--- src/rtl/rv32i_pkg.sv ---
// Shared RV32I pipeline types and constants for the front end.
// Latency: n/a (types, constants and pure helper functions only).
// Backpressure: n/a.
//
// Contents:
//   DPW              datapath width (PC / address width)
//   BtbEntries       default BTB size used by fetch_stage
//   ResetVecDefault  default PC loaded on reset
//   bp_ctr_t         2-bit saturating branch counter plus named states
//   btb_entry_t      one BTB line {valid, tag, target, ctr}
package rv32i_pkg;

  localparam int DPW        = 32;
  localparam int BtbEntries = 16;

  localparam logic [DPW-1:0] ResetVecDefault = 32'h0000_0000;

  typedef logic [1:0] bp_ctr_t;

  localparam bp_ctr_t CTR_SNT = 2'b00;  // strongly not-taken
  localparam bp_ctr_t CTR_WNT = 2'b01;  // weakly not-taken (reset state)
  localparam bp_ctr_t CTR_WT  = 2'b10;  // weakly taken (fresh allocation)
  localparam bp_ctr_t CTR_ST  = 2'b11;  // strongly taken

  // The tag is kept as a full-width field holding PC >> (IW+2). The upper
  // IW+2 bits are always zero, which keeps the struct independent of the
  // BTB size chosen by the instantiating module.
  typedef struct packed {
    logic           valid;
    logic [DPW-1:0] tag;
    logic [DPW-1:0] target;
    bp_ctr_t        ctr;
  } btb_entry_t;

  function automatic logic [DPW-1:0] btb_tag(input logic [DPW-1:0] pc,
                                             input int             iw);
    return pc >> (iw + 2);
  endfunction

  function automatic bp_ctr_t ctr_inc(input bp_ctr_t c);
    return (c == CTR_ST) ? c : c + 2'd1;
  endfunction

  function automatic bp_ctr_t ctr_dec(input bp_ctr_t c);
    return (c == CTR_SNT) ? c : c - 2'd1;
  endfunction

endpackage

--- src/rtl/btb.sv ---
// Direct-mapped branch target buffer with 2-bit saturating direction counters.
// Latency: lookup is combinational; an update becomes visible the cycle after.
// Backpressure: none; an update is accepted every cycle it is presented.
//
// Ports:
//   clk, arst_n                  clock, async active-low reset
//   lookup_pc                    PC being fetched
//   hit, pred_taken, pred_target lookup result; pred_target is the raw stored
//                                target (qualify with hit)
//   update, upd_pc, upd_taken, upd_target  resolved control-flow from execute
module btb
  import rv32i_pkg::*;
#(
  parameter int ENTRIES = BtbEntries
) (
  input  logic           clk,
  input  logic           arst_n,
  input  logic [DPW-1:0] lookup_pc,
  output logic           hit,
  output logic           pred_taken,
  output logic [DPW-1:0] pred_target,
  input  logic           update,
  input  logic [DPW-1:0] upd_pc,
  input  logic           upd_taken,
  input  logic [DPW-1:0] upd_target
);

  localparam int IW = $clog2(ENTRIES);

  btb_entry_t mem [ENTRIES];

  logic [IW-1:0]  lk_idx;
  logic [DPW-1:0] lk_tag;
  btb_entry_t     lk_ent;

  logic [IW-1:0]  up_idx;
  logic [DPW-1:0] up_tag;
  btb_entry_t     up_ent;
  logic           up_match;
  logic           up_wen;
  btb_entry_t     up_new;

  // Lookup. The array is only written at the clock edge, so a same-cycle
  // update to this index is naturally read-before-write.
  always_comb begin
    lk_idx      = lookup_pc[IW+1:2];
    lk_tag      = btb_tag(lookup_pc, IW);
    lk_ent      = mem[lk_idx];
    hit         = lk_ent.valid && (lk_ent.tag == lk_tag);
    pred_taken  = hit && lk_ent.ctr[1];
    pred_target = lk_ent.target;
  end

  // Update. A hit trains the counter; a taken miss evicts whatever lives at
  // the index; a not-taken miss is not worth a BTB slot and is dropped.
  always_comb begin
    up_idx   = upd_pc[IW+1:2];
    up_tag   = btb_tag(upd_pc, IW);
    up_ent   = mem[up_idx];
    up_match = up_ent.valid && (up_ent.tag == up_tag);
    up_new   = up_ent;
    up_wen   = 1'b0;
    if (update) begin
      if (up_match) begin
        up_wen = 1'b1;
        if (upd_taken) begin
          up_new.ctr    = ctr_inc(up_ent.ctr);
          up_new.target = upd_target;
        end else begin
          up_new.ctr    = ctr_dec(up_ent.ctr);
        end
      end else if (upd_taken) begin
        up_wen        = 1'b1;
        up_new.valid  = 1'b1;
        up_new.tag    = up_tag;
        up_new.target = upd_target;
        up_new.ctr    = CTR_WT;
      end
    end
  end

  always_ff @(posedge clk or negedge arst_n) begin
    if (!arst_n) begin
      for (int i = 0; i < ENTRIES; i++) begin
        mem[i].valid  <= 1'b0;
        mem[i].tag    <= '0;
        mem[i].target <= '0;
        mem[i].ctr    <= CTR_WNT;
      end
    end else if (up_wen) begin
      mem[up_idx] <= up_new;
    end
  end

endmodule

--- src/rtl/fetch_stage.sv ---
// IF stage: owns PCF, predicts the next fetch address through the BTB.
// Latency: PCF updates one cycle after the controlling input is sampled.
// Backpressure: stallF holds PCF; redirectE overrides stallF; BTB updates
//               are never held off.
//
// Ports:
//   clk, arst_n                       clock, async active-low reset
//   stallF                            hold PCF
//   redirectE, PCRedirE               execute-stage correction of the PC
//   updateE, PCE, takenE, targetE     resolved control-flow for BTB training
//   PCF                               current fetch PC
//   PredTakenF, PredTargetF           prediction for PCF (target 0 on miss)
module fetch_stage
  import rv32i_pkg::*;
#(
  parameter logic [DPW-1:0] RESET_VEC   = ResetVecDefault,
  parameter int             BTB_ENTRIES = BtbEntries
) (
  input  logic           clk,
  input  logic           arst_n,
  input  logic           stallF,
  input  logic           redirectE,
  input  logic [DPW-1:0] PCRedirE,
  input  logic           updateE,
  input  logic [DPW-1:0] PCE,
  input  logic           takenE,
  input  logic [DPW-1:0] targetE,
  output logic [DPW-1:0] PCF,
  output logic           PredTakenF,
  output logic [DPW-1:0] PredTargetF
);

  logic           btb_hit;
  logic           btb_taken;
  logic [DPW-1:0] btb_target;
  logic [DPW-1:0] pc_next;

  btb #(
    .ENTRIES (BTB_ENTRIES)
  ) u_btb (
    .clk         (clk),
    .arst_n      (arst_n),
    .lookup_pc   (PCF),
    .hit         (btb_hit),
    .pred_taken  (btb_taken),
    .pred_target (btb_target),
    .update      (updateE),
    .upd_pc      (PCE),
    .upd_taken   (takenE),
    .upd_target  (targetE)
  );

  // Decode sees the target even for a not-taken hit; a miss reports zero so
  // nothing stale from an aliased entry leaks downstream.
  assign PredTakenF  = btb_taken;
  assign PredTargetF = btb_hit ? btb_target : '0;

  // Redirect wins over stall: a mispredict must be corrected even while the
  // hazard unit is holding fetch, otherwise the wrong path would resume.
  always_comb begin
    if (redirectE) begin
      pc_next = PCRedirE;
    end else if (stallF) begin
      pc_next = PCF;
    end else if (PredTakenF) begin
      pc_next = PredTargetF;
    end else begin
      pc_next = PCF + DPW'(4);
    end
  end

  always_ff @(posedge clk or negedge arst_n) begin
    if (!arst_n) begin
      PCF <= RESET_VEC;
    end else begin
      PCF <= pc_next;
    end
  end

endmodule

--- config.mk ---
export PLATFORM = sky130hd
export DESIGN_NAME = fetch_stage
export DESIGN_NICKNAME = d
export VERILOG_FILES = /design/src/rtl/rv32i_pkg.sv /design/src/rtl/btb.sv /design/src/rtl/fetch_stage.sv
export SDC_FILE = /design/constraint.sdc
export NUM_CORES = 2
export LEC_CHECK = 0
export ABC_CLOCK_PERIOD_IN_PS = 12000
export CAP_MARGIN = 20
export CORE_AREA = 2 2 313 315
export CTS_CLUSTER_DIAMETER = 80
export DETAILED_ROUTE_END_ITERATION = 7
export DIE_AREA = 0 0 315 317
export HOLD_SLACK_MARGIN = 0.1
export PLACE_DENSITY = 0.91
export SYNTH_ARGS = -nofsm -noshare
export SYNTH_HDL_FRONTEND = slang
export SYNTH_SLANG_ARGS = --single-unit
export TNS_END_PERCENT = 20
--- constraint.sdc ---
create_clock -name clk -period 12 [get_ports clk]
set_clock_uncertainty 0.05 [all_clocks]
set_input_delay 1.8 -clock clk [delete_from_list [all_inputs] [get_ports clk]]
set_output_delay 1.8 -clock clk [all_outputs]
set_load 0.02 [all_outputs]
After elaboration in Yosys (flattened, before gate mapping)
Index checks and enable logic that the tools add are counted.
- flip-flop bits (word level): 1104
- bits of input ports: 102
- output and inout bits: 65
- logic and storage cells: 106
- add/sub/neg operators: 3
- $lt $le $gt $ge: 3
- equality and inequality tests: 4
- mux-type cells: 24
- bitwise logic cells: 2
- reduce and logical (&&, ||, !) cells: 5
- operators by type and width (operator ; count):
    bitwise mux 1072 bit ; 1
    binary-select mux 67 bit (select 4 bit) ; 2
    two-way mux 67 bit ; 7
    demux 67 bit (select 4 bit) ; 1
    two-way mux 32 bit ; 5
    == test 32 x 26 -> 1 bit ; 2
    two-way mux 34 bit ; 1
    two-way mux 33 bit ; 1
    adder 32 x 3 -> 32 bit, second input constant ; 1
    >= comparator 5 bit, second input constant ; 2
    NOT 4 -> 5 bit ; 2
    two-way mux 2 bit ; 3
    less-than comparator 5 x 1 -> 1 bit, second input constant ; 1
    logical AND 1 bit ; 4
    two-way mux 1 bit ; 3
    adder 2 x 1 -> 2 bit, second input constant ; 1
    == test 2 bit, second input constant ; 1
    logical NOT 2 bit ; 1
    inequality test 2 x 1 -> 1 bit, second input constant ; 1
    subtractor 2 x 1 -> 2 bit, second input constant ; 1

Depth between registers and ports, before layout
- word-level depth: 10
- mapped depth: 18
- gate-level depth less buffers: 10

Modules after synthesis
A second synthesis with hierarchy kept.
- cell total of the unflattened synthesis: 3969
- area total of the unflattened synthesis: 60021.3 um^2
- by module, submodules not included (module ; instances ; cells each ; area an instance (um^2)):
    btb ; 1 ; 3622 ; 57281.2
    fetch_stage ; 1 ; 347 ; 2740.1

Least setup slack after synthesis
Ideal clock, no wire load.
- path type: reg2out
- start: register PCF[2]
- end: output PredTargetF[7]
- data arrival time: 3715 ps
- setup slack: 6435 ps
- stages on the path, launching flop included: 11
- path buffers: 7
- cell sequence: dfrtp_1 buf_4 buf_2 buf_2 buf_2 buf_2 buf_1 buf_2 mux4_2 mux4_2 and3_1
- cells in the longest elaborated chain, start to end: 7
- ends and longest elaborated chain (element ; RTL line ; source):
    start, declared ; fetch_stage.sv:28 ; output logic [DPW-1:0] PCF,
    start signal, assigned ; fetch_stage.sv:76 ; PCF <= pc_next;
    NOT 4 -> 5 bit (not written as such) (*) ; btb.sv:48 ; lk_ent = mem[lk_idx];
    binary-select mux 67 bit (select 4 bit) (*) ; btb.sv:48 ;
    two-way mux 67 bit (not written as such) (*) (2 in a row) ; btb.sv:48 ;
    == test 32 x 26 -> 1 bit ; btb.sv:49 ; hit = lk_ent.valid && (lk_ent.tag == lk_tag);
    logical AND 1 bit ; btb.sv:49 ;
    two-way mux 32 bit (*) ; fetch_stage.sv:56 ; assign PredTargetF = btb_hit ? btb_target : '0;
    end, declared ; fetch_stage.sv:30 ; output logic [DPW-1:0] PredTargetF
Mark *: on every way between the ends. The rest lies on a longest branch, timed or not. The select of a mux whose other input is x is not followed.

Worst setup path after layout
- start: register PCF[3]
- end: output PredTakenF
- cells in the longest elaborated chain, start to end: 7
- ends and longest elaborated chain (element ; RTL line ; source):
    NOT 4 -> 5 bit (not written as such) (*) ; btb.sv:48 ;
    binary-select mux 67 bit (select 4 bit) (*) ; btb.sv:48 ;
    two-way mux 67 bit (not written as such) (*) (2 in a row) ; btb.sv:48 ;
    == test 32 x 26 -> 1 bit ; btb.sv:49 ;
    logical AND 1 bit ; btb.sv:49 ;
    logical AND 1 bit (*) ; btb.sv:50 ; pred_taken = hit && lk_ent.ctr[1];
    end, declared ; fetch_stage.sv:29 ; output logic PredTakenF,
Marked as above.

==> impl_metrics.env <==
export IMPL_status="completed"
export IMPL_num_vias=40000
export IMPL_hold_violations=0
export IMPL_grt_max_degree=199
export IMPL_cts_resized_gates=0
export IMPL_grt_busiest_layer="met2"
export IMPL_synth_area_um2=60200
export IMPL_max_clock_path_buffers=3
export IMPL_whs_ns=0.436
export IMPL_end_kind="output pin"
export IMPL_core_area_um2=96300
export IMPL_place_ws_ns=3.93
export IMPL_synth_nets=4147
export IMPL_cts_root_buf="clkbuf_16"
export IMPL_reg2reg_to="PCF[1]"
export IMPL_regToRegStartpoint="PCF[3]"
export IMPL_overflow=0
export IMPL_cp_max_fo=124
export IMPL_nets=4112
export IMPL_setup_slack_ns=3.59
export IMPL_synth_edf_count=0
export IMPL_setup_violations=0
export IMPL_finalMaxSlewViolations=0
export IMPL_worst_pin_slew_ns=1.16
export IMPL_met1_usage_pct=46.6
export IMPL_gr_usage_met3_pct=11.9
export IMPL_totalWireLength_mm=177
export IMPL_antenna_found_initial=8
export IMPL_fin_tns_setup_ns=0
export IMPL_die_area_um2=99900
export IMPL_fin_crit_ns=8.41
export IMPL_antenna_left=0
export IMPL_synthFlopType="dfrtp_1"
export IMPL_cp_slowest_cell="dfrtp_4"
export IMPL_grt_first_pass_wirelength_mm=263
export IMPL_yosysWarnings=0
export IMPL_postCtsSetupRepairBufs=0
export IMPL_crit_path_cell_trace="buf_12 > mux4_2 > mux4_2 > xnor2_1 > o2111ai_1 > nor4_1 > and2_1 > buf_4 > o2111a_1 > clkdlybuf4s50_1"
export IMPL_drc_errors=0
export IMPL_max_freq_mhz=119
export IMPL_grt_pass1_vias=41600
export IMPL_ys_types=88
export IMPL_dr_pass1_iters=8
export IMPL_p_per_area_nw_per_um2=158
export IMPL_final_common_cell="dfrtp_1"
export IMPL_port_buffers=164
export IMPL_drtIter0Drc=5411
export IMPL_cts_buffers=113
export IMPL_cts_hold_buffers=0
export IMPL_htree_levels=3
export IMPL_viasPerCell=7.43
export IMPL_criticalPathCategory="register to output pin"
export IMPL_cp_slowest_stage_delay_ns=0.95
export IMPL_hpwl_mm=102
export IMPL_yosysSeqAreaShare_pct=45.9
export IMPL_final_cell_mix="dfrtp_1, mux2_2, mux4_2"
export IMPL_synth_async_reset_ratio_pct=100
export IMPL_critPathCapture="PredTakenF"
export IMPL_startpoint_type="register"
export IMPL_cp_required_ns=10.15
export IMPL_wl_per_cell_um=32.9
export IMPL_design_area_um2=66100
export IMPL_clock_latency_ns=0.72
export IMPL_placed_area_um2=62100
export IMPL_drive_above_1_share_pct=42.4
export IMPL_maxSlewHeadroom_pct=22.6
export IMPL_min_path_type="register to register"
export IMPL_postSynthAreaPerCell_um2=14.9
export IMPL_ios=167
export IMPL_dieWidth_um=315
export IMPL_cp_arrival_ns=6.56
export IMPL_cts_sinks=1104
export IMPL_syn_inst=4044
export IMPL_drv_cap=0
export IMPL_r2r_cells=12
export IMPL_period_share_pct=70.1
export IMPL_rows=114
export IMPL_ir_worst_vdd_uv=132
export IMPL_area_growth_pct=9.70
export IMPL_place_gp_congestion=0.952
export IMPL_grt_usage_pct=35.6
export IMPL_p_leak_nw=29.4
export IMPL_met2_usage_pct=52.9
export IMPL_path_common_cell="mux4_2"
export IMPL_die_h_um=317
export IMPL_setup_worst_path_start="PCF[3]"
export IMPL_start_util_pct=62.5
export IMPL_synth_seq_cells=1104
export IMPL_utilization_pct=68.6
export IMPL_rsz0062_at_grt="no"
export IMPL_cts_tree="yes"
export IMPL_r2r_slack_ns=5.58
export IMPL_path_clk_slew_ns=0.07
[per-layer routing]
layer  vias to the layer above  part of all wire [%]
li1                      15400                     -
met4                        12                   6.3
met2                      2999                    45
met3                       785                    13
met5                         -                 0.087
met1                     20800                    35
[through the flow]
stage | instances | power [mW]
floorplan | 4044 | 6.03
global placement | 5166 | 6.59
detailed placement | 5167 | 6.71
CTS | 5377 | 10.3
global route | 5380 | 10.7
finish | 5383 | 10.4
[where the power goes]
part	total [mW]	internal (mW)	switching (mW)	leakage, nW
clock	3.65	2.11	1.55	1.91
sequential	4.63	4.19	0.446	14.8
combinational	2.14	1.11	1.03	12.6
[worst min path at each step]
stage                     endpoint  cells past startpoint            from  slack (ns)
floorplan           u_btb.mem[669]                      1  u_btb.mem[669]        0.40
global placement    u_btb.mem[669]                      1  u_btb.mem[669]        0.41
detailed placement  u_btb.mem[602]                      1  u_btb.mem[602]        0.42
CTS                 u_btb.mem[602]                      1  u_btb.mem[602]        0.44
global route        u_btb.mem[401]                      1  u_btb.mem[401]        0.46
finish              u_btb.mem[602]                      1  u_btb.mem[602]        0.44
[synthesized netlist by cell type, types with 24 or more instances]
cell type / n / area share (%)
dfrtp_1: 1088 / 45
mux2_2: 856 / 16
mux4_2: 527 / 20
mux2i_1: 171 / 2.8
mux2_1: 164 / 3.1
buf_2: 154 / 1.3
clkbuf_1: 119 / 0.74
nor2b_1: 112 / 1.2
nor2_1: 69 / 0.43
xnor2_1: 69 / 1.0
buf_4: 65 / 0.81
nand2_1: 57 / 0.36
a21oi_1: 52 / 0.43
o21ai_0: 42 / 0.35
and3_1: 41 / 0.43
nand3_1: 37 / 0.31
nor3_1: 31 / 0.26
a22oi_1: 24 / 0.30
nor4_1: 24 / 0.25
[critical path, delay by kind of cell, from the launching register on]
kind | cells | cell delay, ns
and+or+nand+nor | 2 | 0.43
buffers and inverters | 3 | 1.75
DFF | 1 | 0.95
AOI/OAI and AO/OA | 2 | 1.10
muxes | 2 | 0.99
xor gates and xnor gates | 1 | 0.35
[sequential cells by signal, indices dropped and copies added (netlist names)]
register   cells
PCF           32
u_btb.mem   1072
[area by class of cell]
cell class / count / area (µm²)
Clock inverter: 42 / 458
Antenna cell: 3 / 7.51
Sequential cell: 1104 / 27700
Multi-Input combinational cell: 2530 / 30500
Timing Repair Buffer: 238 / 2340
Inverter: 22 / 85.1
Tap cell: 1276 / 1600
Fill cell: 5872 / 30200
Clock buffer: 168 / 3400
[cell families after synthesis]
family / share of synthesized area (%)
compound gates: 2.58
xor+xnor: 1.24
fa+ha+maj: 0.0374
buf+inv: 3.58
flops: 45.9
mux: 42.1
simple gates: 4.52
Note: power is estimated with default switching activity, not from simulation.
